[config.mk]
export PLATFORM = sky130hd
export DESIGN_NAME = zx_vram_arbiter
export DESIGN_NICKNAME = d
export VERILOG_FILES = /design/src/rtl/zx_ula_pkg.sv /design/src/rtl/zx_cpu_clkgen.sv /design/src/rtl/zx_vram_arbiter.sv
export SDC_FILE = /design/constraint.sdc
export NUM_CORES = 1
export LEC_CHECK = 0
export BUFFER_PORTS_ARGS = -buffer_cell sky130_fd_sc_hd__clkbuf_2
export CAP_MARGIN = 15
export CELL_PAD_IN_SITES_DETAIL_PLACEMENT = 0
export CELL_PAD_IN_SITES_GLOBAL_PLACEMENT = 1
export CORE_AREA = 2 2 39 41
export CTS_CLUSTER_DIAMETER = 50
export DETAILED_ROUTE_END_ITERATION = 6
export DIE_AREA = 0 0 41 43
export GPL_TIMING_DRIVEN = 1
export PLACE_DENSITY_LB_ADDON = 0.1
export SYNTH_ARGS = -nofsm -noshare
export SYNTH_HDL_FRONTEND = slang
export SYNTH_SLANG_ARGS = --single-unit
[constraint.sdc]
create_clock -name clk14 -period 2.15 [get_ports clk14]
set_input_delay 0.43 -clock clk14 [delete_from_list [all_inputs] [get_ports clk14]]
set_output_delay 0.43 -clock clk14 [all_outputs]
set_load 0.03 [all_outputs]
[src/rtl/zx_ula_pkg.sv]
// Shared ULA definitions: VRAM arbiter state encoding, default fetch phases
// and the active display area used by the screen controller.
package zx_ula_pkg;

  typedef enum logic [1:0] {
    ARB_IDLE       = 2'd0,
    ARB_ATTR       = 2'd1,
    ARB_BITMAP     = 2'd2,
    ARB_STALL_WAIT = 2'd3
  } arb_state_e;

  localparam logic [3:0] ATTR_PHASE_DEF   = 4'd2;
  localparam logic [3:0] BITMAP_PHASE_DEF = 4'd4;
  localparam logic [3:0] GUARD_DEF        = 4'd2;

  localparam logic [8:0] H_ACTIVE = 9'd256;
  localparam logic [8:0] V_ACTIVE = 9'd192;

  // Inclusive window test on the 16-clk fetch cycle; lo > hi means the window wraps.
  function automatic logic phase_in_window(input logic [3:0] ph,
                                           input logic [3:0] lo,
                                           input logic [3:0] hi);
    logic hit_v;
    if (lo <= hi) begin
      hit_v = (ph >= lo) && (ph <= hi);
    end else begin
      hit_v = (ph >= lo) || (ph <= hi);
    end
    return hit_v;
  endfunction

endpackage

[src/rtl/zx_cpu_clkgen.sv]
// CPU clock divider: toggles on odd phases, freezes high when a contended
// cycle is refused and resumes once the arbiter is back in IDLE.
module zx_cpu_clkgen (
  input  logic clk14,
  input  logic rst,
  input  logic phase_odd,
  input  logic stall_req,
  input  logic fsm_idle,
  output logic clkcpu,
  output logic cpu_stall
);

  logic q_r;
  logic stall_r;
  logic q_nxt_s;
  logic stall_nxt_s;

  // Divider and stall hold; contention is only evaluated on a 0->1 edge of q
  always_comb begin
    q_nxt_s     = q_r;
    stall_nxt_s = stall_r;
    if (phase_odd) begin
      if (stall_r) begin
        if (fsm_idle) begin
          q_nxt_s     = 1'b0;
          stall_nxt_s = 1'b0;
        end else begin
          q_nxt_s     = 1'b1;
          stall_nxt_s = 1'b1;
        end
      end else if (!q_r) begin
        q_nxt_s     = 1'b1;
        stall_nxt_s = stall_req;
      end else begin
        q_nxt_s     = 1'b0;
        stall_nxt_s = 1'b0;
      end
    end else begin
      q_nxt_s     = q_r;
      stall_nxt_s = stall_r;
    end
  end

  // Divider state register
  always_ff @(posedge clk14 or posedge rst) begin
    if (rst) begin
      q_r     <= 1'b0;
      stall_r <= 1'b0;
    end else begin
      q_r     <= q_nxt_s;
      stall_r <= stall_nxt_s;
    end
  end

  assign clkcpu    = q_r;
  assign cpu_stall = stall_r;

endmodule

[src/rtl/zx_vram_arbiter.sv]
// VRAM slot scheduler: video attribute/bitmap fetch slots with priority over
// contended CPU cycles, which are delayed by freezing the CPU clock.
module zx_vram_arbiter
  import zx_ula_pkg::*;
#(
  parameter logic [3:0] ATTR_PHASE   = ATTR_PHASE_DEF,
  parameter logic [3:0] BITMAP_PHASE = BITMAP_PHASE_DEF,
  parameter logic [3:0] GUARD        = GUARD_DEF,
  parameter bit         CONTEND_EN   = 1'b1
) (
  input  logic       clk14,
  input  logic       rst,
  input  logic [3:0] phase,
  input  logic       fetch_en,
  input  logic       cpu_contend,
  output logic       clkcpu,
  output logic       cpu_stall,
  output logic       vid_sel,
  output logic       vram_rd,
  output logic       attr_stb,
  output logic       bitmap_stb
);

  localparam logic [3:0] PRE_PHASE = ATTR_PHASE - 4'd1;
  localparam logic [3:0] WIN_LO    = ATTR_PHASE - GUARD;
  localparam logic [3:0] WIN_HI    = BITMAP_PHASE + 4'd1;

  arb_state_e state_r;
  arb_state_e state_nxt_s;
  logic       sub_r;
  logic       sub_nxt_s;
  logic       slot_nxt_s;
  logic       idle_s;
  logic       in_win_s;
  logic       stall_req_s;
  logic       stall_s;
  logic       vid_sel_r;
  logic       vram_rd_r;
  logic       attr_stb_r;
  logic       bitmap_stb_r;

  // Contention window around the two fetch slots
  always_comb begin
    in_win_s    = phase_in_window(phase, WIN_LO, WIN_HI);
    stall_req_s = CONTEND_EN && cpu_contend && fetch_en && in_win_s;
  end

  // Slot FSM next state; sub selects the first or second clk of a 2-clk slot
  always_comb begin
    state_nxt_s = state_r;
    sub_nxt_s   = 1'b0;
    case (state_r)
      ARB_IDLE: begin
        if ((phase == PRE_PHASE) && fetch_en) begin
          state_nxt_s = ARB_ATTR;
        end else begin
          state_nxt_s = ARB_IDLE;
        end
      end
      ARB_ATTR: begin
        if (sub_r) begin
          state_nxt_s = ARB_BITMAP;
        end else begin
          state_nxt_s = ARB_ATTR;
          sub_nxt_s   = 1'b1;
        end
      end
      ARB_BITMAP: begin
        if (!sub_r) begin
          state_nxt_s = ARB_BITMAP;
          sub_nxt_s   = 1'b1;
        end else if (stall_s) begin
          state_nxt_s = ARB_STALL_WAIT;
        end else begin
          state_nxt_s = ARB_IDLE;
        end
      end
      ARB_STALL_WAIT: state_nxt_s = ARB_IDLE;
      default:        state_nxt_s = ARB_IDLE;
    endcase
    slot_nxt_s = (state_nxt_s == ARB_ATTR) || (state_nxt_s == ARB_BITMAP);
  end

  // FSM state and registered VRAM controls decoded from the next state
  always_ff @(posedge clk14 or posedge rst) begin
    if (rst) begin
      state_r      <= ARB_IDLE;
      sub_r        <= 1'b0;
      vid_sel_r    <= 1'b0;
      vram_rd_r    <= 1'b0;
      attr_stb_r   <= 1'b0;
      bitmap_stb_r <= 1'b0;
    end else begin
      state_r      <= state_nxt_s;
      sub_r        <= sub_nxt_s;
      vid_sel_r    <= slot_nxt_s;
      vram_rd_r    <= slot_nxt_s;
      attr_stb_r   <= (state_nxt_s == ARB_ATTR) && sub_nxt_s;
      bitmap_stb_r <= (state_nxt_s == ARB_BITMAP) && sub_nxt_s;
    end
  end

  assign idle_s = (state_r == ARB_IDLE);

  zx_cpu_clkgen u_clkgen (
    .clk14     (clk14),
    .rst       (rst),
    .phase_odd (phase[0]),
    .stall_req (stall_req_s),
    .fsm_idle  (idle_s),
    .clkcpu    (clkcpu),
    .cpu_stall (stall_s)
  );

  assign cpu_stall  = stall_s;
  assign vid_sel    = vid_sel_r;
  assign vram_rd    = vram_rd_r;
  assign attr_stb   = attr_stb_r;
  assign bitmap_stb = bitmap_stb_r;

endmodule

==> run_summary.xml, run 1 <==
<?xml version="1.0" encoding="UTF-8"?>
<metrics>
  <group name="power_and_ir_drop">
    <metric name="total_switching_power" unit="mW">0.2229</metric>
    <metric name="power.share.clock" unit="%">21.6</metric>
    <metric name="total_power_per_unit_cell_area" unit="mW/mm^2">1025</metric>
    <metric name="p_comb_share" unit="%">40.2</metric>
    <metric name="switching_share_of_total_power" unit="%">40.33</metric>
    <metric name="p_total" unit="mW">0.5527</metric>
    <metric name="leakage" unit="nW">0.2840</metric>
    <metric name="vdd.ir_drop.worst" unit="mV">0.4372</metric>
    <metric name="sequentialPowerShare" unit="%">38.2</metric>
    <metric name="intPower" unit="mW">0.3298</metric>
  </group>
  <group name="die">
    <metric name="rows" unit="">14</metric>
    <metric name="dieWidth" unit="microns">41</metric>
    <metric name="coreArea" unit="sq mm">0.001384</metric>
    <metric name="die_y" unit="microns">43</metric>
    <metric name="initial_utilization" unit="%">31.74</metric>
    <metric name="design.die.area" unit="sq mm">0.001763</metric>
    <metric name="io_pins" unit="">14</metric>
  </group>
  <group name="setup_path">
    <metric name="setup.worst_path.start_class" unit="">flip-flop</metric>
    <metric name="rr_startpoint" unit="">state_r[1]</metric>
    <metric name="setup.reg_to_reg.worst_slack" unit="ns">0.66</metric>
    <metric name="setup.worst_path.end" unit="">bitmap_stb</metric>
    <metric name="arrival" unit="ns">1.63</metric>
    <metric name="ff2ff_path_depth" unit="">7</metric>
    <metric name="end_kind" unit="">flip-flop</metric>
    <metric name="worstPathRequired" unit="ns">2.29</metric>
    <metric name="timing.critical_path.fanout_max" unit="">3</metric>
    <metric name="startpoint" unit="">state_r[1]</metric>
    <metric name="path_class" unit="">flip-flop to flip-flop</metric>
    <metric name="regToRegEndpoint" unit="">bitmap_stb</metric>
  </group>
  <group name="timing">
    <metric name="report.final.hold_viol_count" unit="">0</metric>
    <metric name="finalSetupViolCount" unit="">0</metric>
    <metric name="worstMarginPinSlew" unit="ns">0.2872</metric>
    <metric name="unrepaired_setup_endpoints_after_global_routing" unit="">false</metric>
    <metric name="fmax" unit="MHz">671.7</metric>
    <metric name="post-route-min-period" unit="ns">1.489</metric>
    <metric name="layout_worst_path_cycle_share" unit="%">69.25</metric>
    <metric name="slew-limit-headroom" unit="%">80.83</metric>
    <metric name="final-max-slew-violation-count" unit="">0</metric>
    <metric name="clock-skew-final" unit="ns">0.01285</metric>
    <metric name="setup_tns" unit="ns">0</metric>
    <metric name="final_worst_slack" unit="ns">0.6612</metric>
  </group>
  <group name="synthesis">
    <metric name="synthesis.nets" unit="">58</metric>
    <metric name="synth_area" unit="sq um">439.2</metric>
    <metric name="synth_seq_cells" unit="">8</metric>
    <metric name="syn-mean-instance-area" unit="sq um">9.981</metric>
    <metric name="synth.top_cells.by_area" unit="">sky130_fd_sc_hd__dfrtp_1 (46%), sky130_fd_sc_hd__ha_1 (17%), sky130_fd_sc_hd__inv_1 (6.8%)</metric>
    <metric name="synthesis.instances" unit="">44</metric>
    <metric name="synth_top_cell_by_area" unit="">sky130_fd_sc_hd__dfrtp_1</metric>
    <metric name="seq_area_frac_synth" unit="%">45.58</metric>
    <metric name="netlist-cell-type-count" unit="">16</metric>
    <metric name="yosysTopAreaCellShare" unit="%">45.58</metric>
    <metric name="ys.warnings.count" unit="">0</metric>
  </group>
  <group name="finish">
    <metric name="antennaDiodeCount" unit="">0</metric>
    <metric name="post-route-util" unit="%">38.97</metric>
    <metric name="nets" unit="">75</metric>
    <metric name="layout_common_cells" unit="">sky130_fd_sc_hd__clkbuf_2 (13), sky130_fd_sc_hd__inv_1 (8), sky130_fd_sc_hd__dfrtp_1 (8)</metric>
    <metric name="most_common_cell_after_layout_fill_and_taps_aside" unit="">sky130_fd_sc_hd__clkbuf_2</metric>
    <metric name="areaGrowthSynthToFinish" unit="%">22.79</metric>
    <metric name="post_route_cells_drive_above_1_share" unit="%">30.51</metric>
  </group>
  <group name="grt">
    <metric name="number_of_global_route_vias_before_repair" unit="">304</metric>
    <metric name="overflow" unit="">0</metric>
    <metric name="grt_first_pass_wirelength" unit="mm">1.269</metric>
    <metric name="antenna_found_initial" unit="">0</metric>
    <metric name="grt_start_max_net_pins" unit="">9</metric>
    <metric name="global_routing_usage_summed_across_all_routing_layers" unit="%">11.66</metric>
  </group>
  <group name="cts">
    <metric name="ctsResizeCount" unit="">0</metric>
    <metric name="postCtsSetupRepairBufs" unit="">0</metric>
    <metric name="holdBufCountCts" unit="">0</metric>
    <metric name="clock-sinks" unit="">8</metric>
    <metric name="cts_made_buffers" unit="">3</metric>
    <metric name="cts_tree" unit="">done</metric>
    <metric name="cts_buffer_depth" unit="">2</metric>
    <metric name="cts.root.buffer_cell" unit="">sky130_fd_sc_hd__clkbuf_4</metric>
    <metric name="number_of_h_tree_levels" unit="">1</metric>
    <metric name="clock_pin_transition_on_the_worst_setup_and_hold_timing_paths" unit="ns">0.06</metric>
    <metric name="clock_latency" unit="ns">0.27</metric>
  </group>
  <group name="detailed_routing">
    <metric name="routed_wire_length_per_instance" unit="microns">10.43</metric>
    <metric name="totalWireLength" unit="microns">782</metric>
    <metric name="post_drt_via_cell_ratio" unit="">4.653</metric>
    <metric name="first_pass_detailed_route_iteration_total" unit="">2</metric>
    <metric name="detail_route.iter0.violations" unit="">2</metric>
    <metric name="number_of_routed_nets_with_antenna_violations" unit="">0</metric>
    <metric name="num_vias" unit="">349</metric>
    <metric name="drc_violations_left" unit="">0</metric>
  </group>
  <group name="placement">
    <metric name="port_buffers" unit="">13</metric>
    <metric name="detailedPlace.worstSlack" unit="ns">0.6099</metric>
    <metric name="post-dp-hpwl" unit="microns">624.2</metric>
    <metric name="gp_congestion" unit="">0.7431</metric>
  </group>
  <group name="hold_path">
    <metric name="min_path_type" unit="">input port to async pin</metric>
  </group>
  <group name="outcome">
    <metric name="outcome" unit="">finished clean</metric>
  </group>
  <group name="run">
    <metric name="max_cap_violations" unit="">0</metric>
  </group>
</metrics>
[cells in the mapped netlist (all sizes together)]
master and n:
a21o 1, a21oi 1, and2 2, buf 1, dfrtp 8, ha 6, inv 8, nand2 5
nand3 2, nand3b 1, nand4 1, nor2b 1, o21a 1, o21ai 4, o221ai 1, o31ai 1
[cells by family (layout without fill, tap and decap cells)]
family,Yosys count,count (layout),synth area share [%]
simple gates,12,12,14.82
compound gates,9,9,13.96
buf+inv,9,24,8.548
flops,8,8,45.58
fa+ha+maj,6,6,17.09
[stage by stage]
step	std cells	area (sq um)	hold WS [ns]
2_1_floorplan	44	439.2	0.2457
3_3_place_gp	72	516.7	0.3661
3_5_place_dp	72	516.7	0.3628
4_1_cts	75	539.3	0.07863
5_1_grt	75	539.3	0.1113
6_report	75	539.3	0.06903
[critical path, cell delays in order (launching register included)]
cell                      delay [ns]
sky130_fd_sc_hd__dfrtp_1        0.39
sky130_fd_sc_hd__inv_1          0.10
sky130_fd_sc_hd__ha_1           0.17
sky130_fd_sc_hd__inv_1          0.04
sky130_fd_sc_hd__o21ai_0        0.20
sky130_fd_sc_hd__o21ai_0        0.13
sky130_fd_sc_hd__ha_1           0.21
sky130_fd_sc_hd__and2_1         0.13
[power groups by stage]
| stage | combinational, mW | clock (mW) | sequential, mW |
|---|---|---|---|
| floorplan | 0.141 | 0 | 0.240 |
| global placement | 0.231 | 0 | 0.215 |
| detailed placement | 0.227 | 0 | 0.214 |
| CTS | 0.229 | 0.123 | 0.211 |
| global route | 0.257 | 0.128 | 0.220 |
| finish | 0.222 | 0.119 | 0.211 |
[routing by layer]
metal	global-route usage (%)	up-vias	share of wire, %
met3	4.712	4	8.1
met2	16.88	12	44
met1	12.29	160	43
met4	10.00	0	4.0
li1	-	173	-
met5	0	-	0
[layout make-up]
cell class / instances / area [sq um]
clock buffer: 3 / 22.52
sequential: 8 / 200.2
inverter: 8 / 30.03
timing repair buffer: 13 / 65.06
tap: 16 / 20.02
multi-input combinational: 27 / 201.4
fill: 150 / 844.6
[how the worst min path moves through the flow]
stage,startpoint,end,slack [ns],cells past startpoint
floorplan,rst,attr_stb,0.25,1
global placement,rst,attr_stb,0.37,2
detailed placement,rst,bitmap_stb,0.36,2
CTS,rst,u_clkgen.cpu_stall,0.08,2
global route,rst,u_clkgen.cpu_stall,0.11,2
finish,rst,u_clkgen.cpu_stall,0.07,2
[registers in the layout, indices dropped and copies added, names as in the netlist]
register / count
bitmap_stb: 1
vram_rd: 1
u_clkgen.clkcpu: 1
state_r: 2
u_clkgen.cpu_stall: 1
sub_r: 1
attr_stb: 1
(Power assumes the default switching activity.)
==> run 2, diff against run 1 <==
==> constraint.sdc (replaced) <==
create_clock -name clk14 -period 1.5 [get_ports clk14]
set_input_delay 0.3 -clock clk14 [delete_from_list [all_inputs] [get_ports clk14]]
set_output_delay 0.3 -clock clk14 [all_outputs]
set_load 0.03 [all_outputs]
==> run 2 against run 1 <==
Final cell count increased by 4.0%; count of clock-buffer cells in the layout is the same; cell area is 7.4% higher; clock power is 32% higher.
==> run_summary.xml, run 2 (synthesized netlist as in run 1, its figures left out) <==
<?xml version="1.0" encoding="UTF-8"?>
<metrics>
  <group name="outcome">
    <metric name="outcome" unit="">finished clean</metric>
  </group>
  <group name="die">
    <metric name="coreArea" unit="sq mm">0.001384</metric>
    <metric name="rows" unit="">14</metric>
    <metric name="design.die.area" unit="sq mm">0.001763</metric>
    <metric name="die_y" unit="microns">43</metric>
    <metric name="initial_utilization" unit="%">31.74</metric>
    <metric name="dieWidth" unit="microns">41</metric>
    <metric name="io_pins" unit="">14</metric>
  </group>
  <group name="setup_path">
    <metric name="worstPathRequired" unit="ns">1.63</metric>
    <metric name="setup.worst_path.end" unit="">attr_stb</metric>
    <metric name="ff2ff_path_depth" unit="">7</metric>
    <metric name="rr_startpoint" unit="">state_r[1]</metric>
    <metric name="startpoint" unit="">state_r[1]</metric>
    <metric name="setup.reg_to_reg.worst_slack" unit="ns">0.05</metric>
    <metric name="end_kind" unit="">flip-flop</metric>
    <metric name="timing.critical_path.fanout_max" unit="">3</metric>
    <metric name="path_class" unit="">flip-flop to flip-flop</metric>
    <metric name="regToRegEndpoint" unit="">attr_stb</metric>
    <metric name="arrival" unit="ns">1.58</metric>
    <metric name="setup.worst_path.start_class" unit="">flip-flop</metric>
  </group>
  <group name="detailed_routing">
    <metric name="first_pass_detailed_route_iteration_total" unit="">2</metric>
    <metric name="routed_wire_length_per_instance" unit="microns">10.78</metric>
    <metric name="detail_route.iter0.violations" unit="">1</metric>
    <metric name="number_of_routed_nets_with_antenna_violations" unit="">0</metric>
    <metric name="post_drt_via_cell_ratio" unit="">4.410</metric>
    <metric name="drc_violations_left" unit="">0</metric>
    <metric name="num_vias" unit="">344</metric>
    <metric name="totalWireLength" unit="microns">841</metric>
  </group>
  <group name="timing">
    <metric name="unrepaired_setup_endpoints_after_global_routing" unit="">true</metric>
    <metric name="clock-skew-final" unit="ns">0.006264</metric>
    <metric name="setup_tns" unit="ns">0</metric>
    <metric name="final_worst_slack" unit="ns">0.05356</metric>
    <metric name="report.final.hold_viol_count" unit="">0</metric>
    <metric name="post-route-min-period" unit="ns">1.446</metric>
    <metric name="layout_worst_path_cycle_share" unit="%">96.43</metric>
    <metric name="worstMarginPinSlew" unit="ns">0.3512</metric>
    <metric name="finalSetupViolCount" unit="">0</metric>
    <metric name="fmax" unit="MHz">691.4</metric>
    <metric name="final-max-slew-violation-count" unit="">0</metric>
    <metric name="slew-limit-headroom" unit="%">76.34</metric>
  </group>
  <group name="power_and_ir_drop">
    <metric name="vdd.ir_drop.worst" unit="mV">0.6817</metric>
    <metric name="p_total" unit="mW">0.8378</metric>
    <metric name="leakage" unit="nW">0.2984</metric>
    <metric name="total_power_per_unit_cell_area" unit="mW/mm^2">1446</metric>
  </group>
  <group name="placement">
    <metric name="gp_congestion" unit="">0.7704</metric>
    <metric name="detailedPlace.worstSlack" unit="ns">-0.03054</metric>
    <metric name="post-dp-hpwl" unit="microns">611</metric>
    <metric name="port_buffers" unit="">13</metric>
  </group>
  <group name="cts">
    <metric name="clock-sinks" unit="">8</metric>
    <metric name="cts_tree" unit="">done</metric>
    <metric name="cts_made_buffers" unit="">3</metric>
    <metric name="cts.root.buffer_cell" unit="">sky130_fd_sc_hd__clkbuf_4</metric>
    <metric name="number_of_h_tree_levels" unit="">1</metric>
    <metric name="clock_latency" unit="ns">0.25</metric>
    <metric name="clock_pin_transition_on_the_worst_setup_and_hold_timing_paths" unit="ns">0.05</metric>
    <metric name="cts_buffer_depth" unit="">2</metric>
  </group>
  <group name="grt">
    <metric name="overflow" unit="">0</metric>
    <metric name="antenna_found_initial" unit="">0</metric>
    <metric name="global_routing_usage_summed_across_all_routing_layers" unit="%">11.62</metric>
    <metric name="grt_first_pass_wirelength" unit="mm">1.373</metric>
    <metric name="number_of_global_route_vias_before_repair" unit="">349</metric>
    <metric name="grt_start_max_net_pins" unit="">9</metric>
  </group>
  <group name="hold_path">
    <metric name="min_path_type" unit="">input port to flip-flop</metric>
  </group>
  <group name="finish">
    <metric name="antennaDiodeCount" unit="">0</metric>
    <metric name="areaGrowthSynthToFinish" unit="%">31.91</metric>
    <metric name="largest_reg_flops" unit="">2</metric>
    <metric name="layout_common_cells" unit="">sky130_fd_sc_hd__clkbuf_2 (13), sky130_fd_sc_hd__dfrtp_1 (8), sky130_fd_sc_hd__inv_1 (7)</metric>
    <metric name="nets" unit="">78</metric>
    <metric name="post_route_cells_drive_above_1_share" unit="%">40.32</metric>
    <metric name="most_common_cell_after_layout_fill_and_taps_aside" unit="">sky130_fd_sc_hd__clkbuf_2</metric>
    <metric name="largest-register" unit="">state_r</metric>
    <metric name="fillerInstances" unit="">154</metric>
  </group>
  <group name="run">
    <metric name="max_cap_violations" unit="">0</metric>
  </group>
</metrics>
run 2: power breakdown:
part,internal (mW),switching [mW],total (mW)
combinational,0.145,0.224,0.370
sequential,0.267,0.0443,0.311
clock,0.0911,0.0657,0.157
total,0.503,0.334,0.838
run 2: area by class of cell:
class                           count  area [sq um]  share of cell area (%)
Inverter                            8         30.03                   5.184
Clock buffer                        3         22.52                   3.888
Tap cell                           16         20.02                   3.456
Sequential cell                     8         200.2                   34.56
Timing Repair Buffer               16         90.09                   15.55
Multi-Input combinational cell     27         216.5                   37.37
run 2: stage by stage:
step	utilization, %	cells	hold WS (ns)	area, sq um
2_1_floorplan	-	44	0.1157	439.2
3_3_place_gp	38.43	74	0.2399	531.8
3_5_place_dp	38.43	74	0.2397	531.8
4_1_cts	40.78	78	0.3373	564.3
5_1_grt	41.86	78	0.3695	579.3
6_report	41.86	78	0.3390	579.3
run 2: timing repair:
item | 4_1_cts | 5_1_grt
pin swaps | 0 | 1
endpoints found under the setup margin | 2 | 3
gates resized for setup | 1 | 6
endpoints found under the hold margin | 8 | 0
setup buffers | 0 | 0
hold buffers | 1 | 0
run 2: critical path, cell delays in order, from the launching register on:
cell and delay, ns:
sky130_fd_sc_hd__dfrtp_1 0.39, sky130_fd_sc_hd__inv_1 0.10, sky130_fd_sc_hd__ha_1 0.17, sky130_fd_sc_hd__buf_4 0.11
sky130_fd_sc_hd__nand2_1 0.07, sky130_fd_sc_hd__a21o_1 0.20, sky130_fd_sc_hd__ha_1 0.16, sky130_fd_sc_hd__and2_1 0.13
run 2: layer usage:
layer / up-vias / global-route usage, % / part of all wire [%]
met4: 0 / 2.000 / 0
met2: 12 / 18.44 / 50
met5: - / 0 / 0
li1: 180 / - / -
met1: 152 / 13.44 / 42
met3: 0 / 6.283 / 7.3
run 2: worst min path at each step:
stage                           start                 end  slack, ns  cells after the start
after floorplan                   rst            attr_stb       0.12                      1
after global placement            rst            attr_stb       0.24                      2
after detailed placement          rst            attr_stb       0.24                      2
after CTS                 cpu_contend  u_clkgen.cpu_stall       0.34                      3
after global routing      cpu_contend  u_clkgen.cpu_stall       0.37                      3
final                     cpu_contend  u_clkgen.cpu_stall       0.34                      3
==> run 3, diff against run 2 <==
--- a/config.mk
+++ b/config.mk
@@ -7,14 +7,11 @@
 export LEC_CHECK = 0
 export BUFFER_PORTS_ARGS = -buffer_cell sky130_fd_sc_hd__clkbuf_2
 export CAP_MARGIN = 15
-export CELL_PAD_IN_SITES_DETAIL_PLACEMENT = 0
-export CELL_PAD_IN_SITES_GLOBAL_PLACEMENT = 1
 export CORE_AREA = 2 2 39 41
 export CTS_CLUSTER_DIAMETER = 50
 export DETAILED_ROUTE_END_ITERATION = 6
 export DIE_AREA = 0 0 41 43
 export GPL_TIMING_DRIVEN = 1
-export PLACE_DENSITY_LB_ADDON = 0.1
 export SYNTH_ARGS = -nofsm -noshare
 export SYNTH_HDL_FRONTEND = slang
 export SYNTH_SLANG_ARGS = --single-unit
==> run 3 against run 2 <==
Die area unchanged; total power down 4.8%; final cell count down 2.6%; routed wire length down 12%; cell area down 4.3%; maximum frequency up 4.5%; first-iteration DRC count rose to 11 times the previous value; highest routed layer is now met4; largest cell class unchanged; count of clock-buffer cells in the layout unchanged; clock power up 3%; hold slack worse by 0.025 ns; flip-flop and latch count unchanged.
==> run_summary.xml, run 3 (synthesized netlist as in run 1, its figures left out) <==
<?xml version="1.0" encoding="UTF-8"?>
<metrics>
  <group name="setup_path">
    <metric name="cp_cell_sequence" unit="">inv_2 &gt; ha_1 &gt; nand3_1 &gt; o21ai_1 &gt; o21a_1 &gt; ha_1 &gt; and2_1</metric>
    <metric name="setup.worst_path.start_class" unit="">flip-flop</metric>
    <metric name="timing.critical_path.fanout_max" unit="">3</metric>
    <metric name="path_common_cell" unit="">sky130_fd_sc_hd__ha_1</metric>
    <metric name="cpPeakStageDelay" unit="ns">0.37</metric>
    <metric name="arrival" unit="ns">1.53</metric>
    <metric name="end_kind" unit="">flip-flop</metric>
    <metric name="path_class" unit="">flip-flop to flip-flop</metric>
    <metric name="worstPathRequired" unit="ns">1.65</metric>
    <metric name="critPathSlowestCell" unit="">sky130_fd_sc_hd__dfrtp_1</metric>
  </group>
  <group name="hold_path">
    <metric name="min_path_type" unit="">input port to flip-flop</metric>
  </group>
  <group name="power_and_ir_drop">
    <metric name="leakage" unit="nW">0.2865</metric>
    <metric name="total_switching_power" unit="mW">0.3158</metric>
    <metric name="intPower" unit="mW">0.4821</metric>
    <metric name="total_power_per_unit_cell_area" unit="mW/mm^2">1440</metric>
    <metric name="sequentialPowerShare" unit="%">38.7</metric>
    <metric name="p_comb_share" unit="%">41.1</metric>
    <metric name="p_total" unit="mW">0.7980</metric>
    <metric name="power.share.clock" unit="%">20.2</metric>
    <metric name="vdd.ir_drop.worst" unit="mV">0.7362</metric>
    <metric name="switching_share_of_total_power" unit="%">39.58</metric>
  </group>
  <group name="finish">
    <metric name="post-route-util" unit="%">40.05</metric>
    <metric name="post_layout_nonfiller_instances" unit="">76</metric>
    <metric name="post_route_cells_drive_above_1_share" unit="%">36.67</metric>
    <metric name="largest-register" unit="">state_r</metric>
    <metric name="most_common_cell_after_layout_fill_and_taps_aside" unit="">sky130_fd_sc_hd__clkbuf_2</metric>
    <metric name="areaGrowthSynthToFinish" unit="%">26.21</metric>
    <metric name="largest_reg_flops" unit="">2</metric>
    <metric name="antennaDiodeCount" unit="">0</metric>
    <metric name="layout_common_cells" unit="">sky130_fd_sc_hd__clkbuf_2 (13), sky130_fd_sc_hd__dfrtp_1 (8), sky130_fd_sc_hd__inv_1 (6)</metric>
    <metric name="final_design_area_no_fill" unit="sq um">554.3</metric>
    <metric name="nets" unit="">76</metric>
    <metric name="fillerInstances" unit="">147</metric>
  </group>
  <group name="grt">
    <metric name="grt_first_pass_wirelength" unit="mm">1.097</metric>
    <metric name="overflow" unit="">0</metric>
    <metric name="antenna_found_initial" unit="">0</metric>
    <metric name="number_of_global_route_vias_before_repair" unit="">286</metric>
    <metric name="global_routing_usage_summed_across_all_routing_layers" unit="%">10.53</metric>
    <metric name="grt_start_max_net_pins" unit="">9</metric>
  </group>
  <group name="placement">
    <metric name="placed_area" unit="sq um">516.7</metric>
    <metric name="port_buffers" unit="">13</metric>
    <metric name="gp_congestion" unit="">0.7269</metric>
    <metric name="post-dp-hpwl" unit="microns">583.1</metric>
    <metric name="detailedPlace.worstSlack" unit="ns">0.03703</metric>
    <metric name="place.detailed.instances" unit="">72</metric>
  </group>
  <group name="cts">
    <metric name="cts_buffer_depth" unit="">2</metric>
    <metric name="clock-sinks" unit="">8</metric>
    <metric name="number_of_h_tree_levels" unit="">1</metric>
    <metric name="clock_latency" unit="ns">0.26</metric>
    <metric name="cts_made_buffers" unit="">3</metric>
    <metric name="cts.root.buffer_cell" unit="">sky130_fd_sc_hd__clkbuf_4</metric>
    <metric name="clock_pin_transition_on_the_worst_setup_and_hold_timing_paths" unit="ns">0.05</metric>
    <metric name="cts_tree" unit="">done</metric>
    <metric name="postCtsSetupRepairBufs" unit="">0</metric>
  </group>
  <group name="detailed_routing">
    <metric name="totalWireLength" unit="microns">738</metric>
    <metric name="first_pass_detailed_route_iteration_total" unit="">4</metric>
    <metric name="number_of_routed_nets_with_antenna_violations" unit="">0</metric>
    <metric name="drc_violations_left" unit="">0</metric>
    <metric name="routed_wire_length_per_instance" unit="microns">9.711</metric>
    <metric name="num_vias" unit="">352</metric>
    <metric name="detail_route.iter0.violations" unit="">11</metric>
    <metric name="post_drt_via_cell_ratio" unit="">4.632</metric>
  </group>
  <group name="die">
    <metric name="io_pins" unit="">14</metric>
    <metric name="rows" unit="">14</metric>
    <metric name="initial_utilization" unit="%">31.74</metric>
    <metric name="die_y" unit="microns">43</metric>
    <metric name="dieWidth" unit="microns">41</metric>
    <metric name="design.die.area" unit="sq mm">0.001763</metric>
    <metric name="coreArea" unit="sq mm">0.001384</metric>
  </group>
  <group name="timing">
    <metric name="post-route-min-period" unit="ns">1.384</metric>
    <metric name="fmax" unit="MHz">722.3</metric>
    <metric name="finalSetupViolCount" unit="">0</metric>
    <metric name="worstMarginPinSlew" unit="ns">0.2880</metric>
    <metric name="unrepaired_setup_endpoints_after_global_routing" unit="">false</metric>
    <metric name="final_worst_slack" unit="ns">0.1156</metric>
    <metric name="final.hold.worst_slack" unit="ns">0.3139</metric>
    <metric name="setup_tns" unit="ns">0</metric>
    <metric name="final-max-slew-violation-count" unit="">0</metric>
    <metric name="slew-limit-headroom" unit="%">80.78</metric>
    <metric name="clock-skew-final" unit="ns">0.003021</metric>
    <metric name="report.final.hold_viol_count" unit="">0</metric>
    <metric name="layout_worst_path_cycle_share" unit="%">92.29</metric>
  </group>
  <group name="run">
    <metric name="max_cap_violations" unit="">0</metric>
  </group>
  <group name="outcome">
    <metric name="outcome" unit="">finished clean</metric>
  </group>
</metrics>
run 3: area by class of cell:
type	instances	area [sq um]	area share, %
inverter	8	30.03	5.418
tap	16	20.02	3.612
timing repair buffer	14	75.07	13.54
multi-input combinational	27	206.4	37.25
sequential	8	200.2	36.12
clock buffer	3	22.52	4.063
run 3: timing repair:
action | 4_1_cts | 5_1_grt
setup endpoints to repair | 0 | 3
hold buffers | 1 | 0
endpoints found under the hold margin | 8 | 0
resized for setup | 0 | 5
run 3: power groups by stage:
stage	logic (mW)	clock network [mW]	registers, mW
finish	0.328	0.161	0.309
global route	0.372	0.183	0.317
CTS	0.326	0.170	0.305
detailed placement	0.322	0	0.309
global placement	0.321	0	0.306
floorplan	0.202	0	0.344
run 3: layer usage:
metal	track usage, %	vias up	wire (microns)
met4	8.000	0	28
li1	-	174	-
met5	0	-	0
met2	14.69	14	340
met1	9.901	160	296
met3	7.853	4	73
run 3: worst max-delay path: cells and delay by family, from the launching register on:
| family | cells | cell delay (ns) |
|---|---|---|
| AND/OR/NAND/NOR | 2 | 0.21 |
| flip-flops | 1 | 0.37 |
| adder cells (fa/ha/maj) | 2 | 0.39 |
| buffers and inverters | 1 | 0.06 |
| AO/OA/AOI/OAI | 2 | 0.26 |
run 3: worst paths after layout:
| path | startpoint | endpoint | slack (ns) | cells after the start |
|---|---|---|---|---|
| setup / recovery | state_r[0] | attr_stb | 0.12 | 7 |
| hold / removal | cpu_contend | u_clkgen.cpu_stall | 0.31 | 3 |
| setup reg to reg | state_r[0] | attr_stb | 0.12 | 7 |
| hold reg to reg | sub_r | sub_r | 0.54 | 1 |
| max in group asynchronous | rst | state_r[0] | 0.77 | 3 |
| min in group asynchronous | rst | attr_stb | 0.51 | 3 |
